==> src/rtl/touch_pkg.sv <==
// touch_pkg: shared types and defaults for the touch-hold tracker.
//   area_t      - quadrant code reported on Area_Code / Hold_Area
//   state_t     - press-tracking state
//   SPLIT_*     - default quadrant split thresholds
//   quadrant()  - maps a coordinate pair onto a quadrant
package touch_pkg;

  typedef enum logic [1:0] {
    AREA_LT = 2'd0,
    AREA_RT = 2'd1,
    AREA_LB = 2'd2,
    AREA_RB = 2'd3
  } area_t;

  typedef enum logic [1:0] {
    IDLE          = 2'd0,
    WAIT_COORD    = 2'd1,
    HOLDING       = 2'd2,
    RELEASE_GUARD = 2'd3
  } state_t;

  localparam logic [11:0] SPLIT_X_DEFAULT = 12'd2048;
  localparam logic [11:0] SPLIT_Y_DEFAULT = 12'd2048;

  // Bit 0 selects the right half, bit 1 the bottom half.
  function automatic area_t quadrant(input logic [11:0] x, input logic [11:0] y,
                                     input logic [11:0] sx, input logic [11:0] sy);
    return area_t'({(y >= sy), (x >= sx)});
  endfunction

endpackage

==> src/rtl/bcd4_sat_counter.sv <==
// bcd4_sat_counter: four-digit BCD up-counter that sticks at 9999.
//   Clock - clock
//   Reset - asynchronous active-high reset, count -> 0000
//   clear - synchronous clear, wins over inc
//   inc   - add one (ignored once the count is 9999)
//   bcd   - registered count {d3,d2,d1,d0}
module bcd4_sat_counter (
  input  logic        Clock,
  input  logic        Reset,
  input  logic        clear,
  input  logic        inc,
  output logic [15:0] bcd
);

  logic [15:0] bcd_next;
  logic [3:0]  carry;
  logic        at_max;

  assign at_max = (bcd == 16'h9999);

  // carry[gi] means digit gi must step; it ripples while lower digits are 9.
  genvar gi;
  generate
    for (gi = 0; gi < 4; gi++) begin : g_digit
      logic [3:0] d;
      assign d = bcd[gi*4 +: 4];
      if (gi == 0) begin : g_first
        assign carry[gi] = inc && !at_max;
      end else begin : g_rest
        assign carry[gi] = carry[gi-1] && (bcd[gi*4-4 +: 4] == 4'd9);
      end
      assign bcd_next[gi*4 +: 4] = carry[gi] ? ((d == 4'd9) ? 4'd0 : d + 4'd1) : d;
    end
  endgenerate

  always_ff @(posedge Clock or posedge Reset) begin
    if (Reset) begin
      bcd <= 16'h0000;
    end else if (clear) begin
      bcd <= 16'h0000;
    end else begin
      bcd <= bcd_next;
    end
  end

endmodule

==> src/rtl/touch_hold_tracker.sv <==
// touch_hold_tracker: turns raw touch status/coordinates into a quadrant code,
// a debounced press flag, per-hold-period pulses and a BCD press duration.
//   Clock        - system clock
//   Reset        - asynchronous active-high reset
//   Touch_En     - pen-down status
//   Coord_En     - one-cycle strobe qualifying X_Coord/Y_Coord
//   X_Coord      - touch X
//   Y_Coord      - touch Y
//   Touch_Active - debounced press flag (HOLDING or RELEASE_GUARD)
//   Area_Code    - last captured quadrant
//   Area_Valid   - Area_Code was captured during the current press
//   Hold_Pulse   - one-cycle pulse per HOLD_MS spent in one quadrant
//   Hold_Area    - quadrant credited by Hold_Pulse (zero otherwise)
//   Press_BCD    - press duration in ms, BCD, saturating at 9999
module touch_hold_tracker
  import touch_pkg::*;
#(
  parameter int          CLK_PER_MS = 50000,
  parameter int          HOLD_MS    = 1000,
  parameter int          RELEASE_MS = 20,
  parameter logic [11:0] SPLIT_X    = SPLIT_X_DEFAULT,
  parameter logic [11:0] SPLIT_Y    = SPLIT_Y_DEFAULT
) (
  input  logic        Clock,
  input  logic        Reset,
  input  logic        Touch_En,
  input  logic        Coord_En,
  input  logic [11:0] X_Coord,
  input  logic [11:0] Y_Coord,
  output logic        Touch_Active,
  output logic [1:0]  Area_Code,
  output logic        Area_Valid,
  output logic        Hold_Pulse,
  output logic [1:0]  Hold_Area,
  output logic [15:0] Press_BCD
);

  // Widths never drop below one bit so degenerate parameters stay legal.
  localparam int PW = (CLK_PER_MS > 1) ? $clog2(CLK_PER_MS) : 1;
  localparam int HW = (HOLD_MS    > 1) ? $clog2(HOLD_MS)    : 1;
  localparam int GW = (RELEASE_MS > 1) ? $clog2(RELEASE_MS) : 1;

  localparam logic [PW-1:0] PRESC_LAST = PW'(CLK_PER_MS - 1);
  localparam logic [HW-1:0] HOLD_LAST  = HW'(HOLD_MS - 1);
  localparam logic [GW-1:0] GUARD_LAST = GW'(RELEASE_MS - 1);

  state_t        state;
  logic [PW-1:0] presc;
  logic [HW-1:0] hold_cnt;
  logic [GW-1:0] guard_cnt;
  logic          ms_tick;
  logic          pressed;
  area_t         coord_area;
  logic          bcd_clear;
  logic          bcd_inc;

  assign pressed    = (state == HOLDING) || (state == RELEASE_GUARD);
  assign ms_tick    = pressed && (presc == PRESC_LAST);
  assign coord_area = quadrant(X_Coord, Y_Coord, SPLIT_X, SPLIT_Y);

  // A new press starts its duration from zero; only HOLDING accumulates.
  assign bcd_clear  = (state == IDLE) && Touch_En;
  assign bcd_inc    = (state == HOLDING) && ms_tick;

  // Millisecond prescaler: parked at zero until the press is confirmed, so
  // the first ms of a press is a full CLK_PER_MS cycles long. It keeps
  // running through RELEASE_GUARD so guard time is measured in real ms.
  always_ff @(posedge Clock or posedge Reset) begin
    if (Reset) begin
      presc <= '0;
    end else if (!pressed || ms_tick) begin
      presc <= '0;
    end else begin
      presc <= presc + PW'(1);
    end
  end

  always_ff @(posedge Clock or posedge Reset) begin
    if (Reset) begin
      state        <= IDLE;
      Touch_Active <= 1'b0;
      Area_Code    <= 2'b00;
      Area_Valid   <= 1'b0;
      Hold_Pulse   <= 1'b0;
      Hold_Area    <= 2'b00;
      hold_cnt     <= '0;
      guard_cnt    <= '0;
    end else begin
      Hold_Pulse <= 1'b0;
      Hold_Area  <= 2'b00;
      case (state)
        IDLE: begin
          if (Touch_En) begin
            state <= WAIT_COORD;
          end
        end

        WAIT_COORD: begin
          // A pen lift beats a simultaneous strobe: the press never started.
          if (!Touch_En) begin
            state <= IDLE;
          end else if (Coord_En) begin
            Area_Code    <= coord_area;
            Area_Valid   <= 1'b1;
            Touch_Active <= 1'b1;
            hold_cnt     <= '0;
            state        <= HOLDING;
          end
        end

        HOLDING: begin
          // Moving to another quadrant restarts the period and suppresses
          // any pulse that the same cycle's tick would have produced.
          if (Coord_En && (coord_area != area_t'(Area_Code))) begin
            Area_Code <= coord_area;
            hold_cnt  <= '0;
          end else if (ms_tick) begin
            if (hold_cnt == HOLD_LAST) begin
              Hold_Pulse <= 1'b1;
              Hold_Area  <= Area_Code;
              hold_cnt   <= '0;
            end else begin
              hold_cnt <= hold_cnt + HW'(1);
            end
          end
          if (!Touch_En) begin
            guard_cnt <= '0;
            state     <= RELEASE_GUARD;
          end
        end

        RELEASE_GUARD: begin
          // Hold counter and duration are frozen here; only the guard runs.
          if (Touch_En) begin
            state <= HOLDING;
          end else if (ms_tick) begin
            if (guard_cnt == GUARD_LAST) begin
              Area_Valid   <= 1'b0;
              Touch_Active <= 1'b0;
              state        <= IDLE;
            end else begin
              guard_cnt <= guard_cnt + GW'(1);
            end
          end
        end

        default: state <= IDLE;
      endcase
    end
  end

  bcd4_sat_counter u_press_bcd (
    .Clock (Clock),
    .Reset (Reset),
    .clear (bcd_clear),
    .inc   (bcd_inc),
    .bcd   (Press_BCD)
  );

endmodule

==> config.mk <==
export PLATFORM = sky130hd
export DESIGN_NAME = touch_hold_tracker
export DESIGN_NICKNAME = d
export VERILOG_FILES = /design/src/rtl/touch_pkg.sv /design/src/rtl/bcd4_sat_counter.sv /design/src/rtl/touch_hold_tracker.sv
export SDC_FILE = /design/constraint.sdc
export NUM_CORES = 1
export LEC_CHECK = 0
export ABC_AREA = 1
export CAP_MARGIN = 20
export CORE_UTILIZATION = 46
export DETAILED_ROUTE_END_ITERATION = 8
export PLACE_DENSITY_LB_ADDON = 0.3
export SLEW_MARGIN = 20
export SYNTH_ARGS = -nofsm -noshare
export SYNTH_HDL_FRONTEND = slang
export SYNTH_SLANG_ARGS = --single-unit
==> constraint.sdc <==
create_clock -name Clock -period 4.05 [get_ports Clock]
set_input_delay 0.81 -clock Clock [delete_from_list [all_inputs] [get_ports Clock]]
set_output_delay 0.81 -clock Clock [all_outputs]
set_load 0.005 [all_outputs]
==> results.md <==
- Outcome: finished, final reports clean
- Core Area: 6940 um2
- WP buf/inv: 1
- Synth async-reset ratio: 1.00
- Synthesized Nets: 508
- Average size of a mapped cell: 7.32 um2
- Fin Setup TNS: 0 ns
- Post-layout nets: 537
- Clock Pin Slew Worst Setup and Hold Paths: 0.10 ns
- Via Count: 2946
- Buffers on Ports: 28
- Vias in the first global route: 2767
- Worst reg2reg path depth: 5
- Hold Crit Class: reg -> reg
- Die area: 7730 um2
- Worst reg2reg path endpoint: hold_cnt[6]
- DRT antenna net count: 0
- Power density cells: 469 nW/um2
- Crit-path slowest cell: o21bai_1
- Antenna cells: 0
- Hold path cells: 1
- Crit-path max cell delay: 0.60 ns
- Area Overhead vs Synth: 13.2%
- Reg-to-Reg Start: state[0]
- Largest net degree at the start of global routing: 42
- Postcts setup bufs: 0
- Count leader, synth: nand2_1
- RSZ-0062 raised after global routing: no
- MaxCap Viol Count: 0
- Synth warn: 0
- Arr. time, crit path: 2.57 ns
- CP Class: in -> reg
- Area fraction of the dominant cell type after synthesis: 0.405
- CTS tree: built
- CTS buffer count: 5
- CTS Buffer Depth: 2
- Starting DRT DRC Count: 136
- Starting Density: 0.489
- H-tree depth: 2
- Critical Path RT: 4.21 ns
- Worst-path fanout max: 11
- Clk_lat worst skew: 0.31 ns
- WL/cell: 11.5 um
- HPWL Detailed: 5050 um
- R2R Setup Slk: 1.87 ns
- Minimum clock period: 2.41 ns
- Die height: 87.9 um
- Finished Layout Cells: 590
- Wire length of the first global-routing pass: 12000 um
- GPL Wtd Cong: 0.849
- Yosys cell types: 29
- Dpl cell area: 3750 um2
- CTS Sinks: 55
- Ports: 51
- Worst slew margin: 0.441
- VDD IR max: 0.227 mV
- Fmax: 415 MHz
- Die Span X: 87.9 um
- Delay-heaviest family, CP: compound AO/OA/AOI/OAI gates
- Placed Cells incl. Taps: 582
- Total gr overflow: 0
- Least-Margin Pin Slew: 0.838 ns
- Register area share after synthesis: 0.405
- Mapped Cells: 464
- Final hold vios: 0
- Cell Area, Synth: 3390 um2
- Leading area contributor after synthesis: dfrtp_1
- Final WL: 6780 um
- Worst-path cell chain: clkdlybuf4s50_1, xnor2_1, nand2_1, nand2_1, nand2_1, o21bai_1, o21ai_0
- Hold path endpoint: presc[0]
- Number of vias per cell: 4.99
- Cts hold-fix bufs: 0
- Crit. End Element: flip-flop
- Synth top area cells: dfrtp_1 (41%), nand2_1 (14%), inv_1 (6.7%), nor2_1 (6.4%), nand3_1 (6.2%)
- Flop and latch count out of synthesis: 55
- Clock Skew: 0.00678 ns
- CP startpoint kind: input port
- Fin Hold WS: 0.487 ns
- Number of flops mapped to enable cells by yosys: 0
- Most used DFF post-synth: dfrtp_1
- Row count: 30
- DRT Pass-1 Iters: 4
- Most frequent CP cell: nand2_1
- Root Driver: clkbuf_8
- Final setup viols: 0
- # DRC: 0
- GR Util All Layers: 0.197
- Final Max Tran Viols: 0
- Synth top cells by count: nand2_1 (124), inv_1 (61), nor2_1 (58), dfrtp_1 (55), nand3_1 (42)
- Fraction of layout cells with a size suffix above 1: 0.0547
- Fin area: 3840 um2
- Antenna violations before repair: 0
- Lkg Pwr: 1.85 nW
- PostCTS Resize Cnt: 0
- Period utilization: 0.596
- Hold Startpoint: presc[0]
[worst reg2reg max path, stage by stage, from the launching register on]
cell      delay, ns
dfrtp_1        0.47
inv_1          0.14
ha_1           0.44
nand2_1        0.18
o21bai_1       0.60
o21ai_0        0.21
[through the flow]
stage,util,worst slack (ns),power (W)
floorplan,-,1.90,0.00126
global placement,0.540,1.37,0.00148
detailed placement,0.540,1.30,0.00151
CTS,0.553,1.63,0.00181
global route,0.553,1.40,0.00196
finish,0.553,1.64,0.00180
[cells in the final DEF (no fill, tap or decap)]
master	Yosys	routed
a21oi_1	6	6
a41oi_1	1	1
and3_1	1	1
buf_4	1	1
clkbuf_8	0	5
clkdlybuf4s50_1	0	28
clkinv_2	0	1
clkinvlp_4	0	2
dfrtp_1	55	55
ha_1	16	16
inv_1	61	60
inv_2	3	4
nand2_1	124	124
nand2_2	3	3
nand3_1	42	42
nand3_2	2	2
nand3b_1	2	2
nand4_1	12	12
nor2_1	58	58
nor2_2	3	3
nor2_4	4	4
nor3_1	18	18
nor3_2	1	1
nor4_1	1	1
o211ai_1	1	1
o21ai_0	23	23
o21ai_1	1	1
o21bai_1	1	1
or2_2	1	1
xnor2_1	5	5
xor2_1	12	12
[cells by family after synthesis]
logic type | count (synthesis) | share of synthesized area
flops | 55 | 0.405
buf+inv | 71 | 0.0855
fa+ha+maj | 16 | 0.0590
xor+xnor | 17 | 0.0439
simple gates | 272 | 0.355
compound gates | 33 | 0.0512
[power breakdown]
part	total, W	switching, W	internal, W
clock network	0.000305	0.000184	0.000121
registers	0.000753	0.000115	0.000638
logic	0.000745	0.000441	0.000304
[cell type report]
class	instances	area (um2)
fillers	632	3100
multi-input cells	338	1730
flip-flops and latches	55	1380
repair buffers	29	288
inverters	64	240
well taps	96	120
clock buffers	5	68.8
clock inverters	3	20.0
[flip-flops by register name (all words and copies together), names as in the netlist, named ones only]
register / count
Area_Code: 2
guard_cnt: 5
u_press_bcd.bcd: 16
state: 1
hold_cnt: 10
Hold_Pulse: 1
Area_Valid: 1
presc: 16
Hold_Area: 2
[per-layer routing]
layer	wire length [um]	global-route usage
met1	3420	0.276
met4	25	0.0402
met2	3080	0.317
met5	0	0
met3	245	0.0396
[how the worst max path moves through the flow]
stage | startpoint | endpoint | slack [ns] | cells after the start
floorplan | Reset | Area_Code[0] | 1.90 | 1
global placement | Y_Coord[11] | hold_cnt[6] | 1.37 | 7
detailed placement | Y_Coord[11] | hold_cnt[0] | 1.30 | 7
CTS | Y_Coord[11] | hold_cnt[6] | 1.63 | 7
global route | X_Coord[11] | hold_cnt[6] | 1.40 | 7
finish | Y_Coord[11] | hold_cnt[6] | 1.64 | 7
Note: power is estimated with default switching activity, not from simulation.
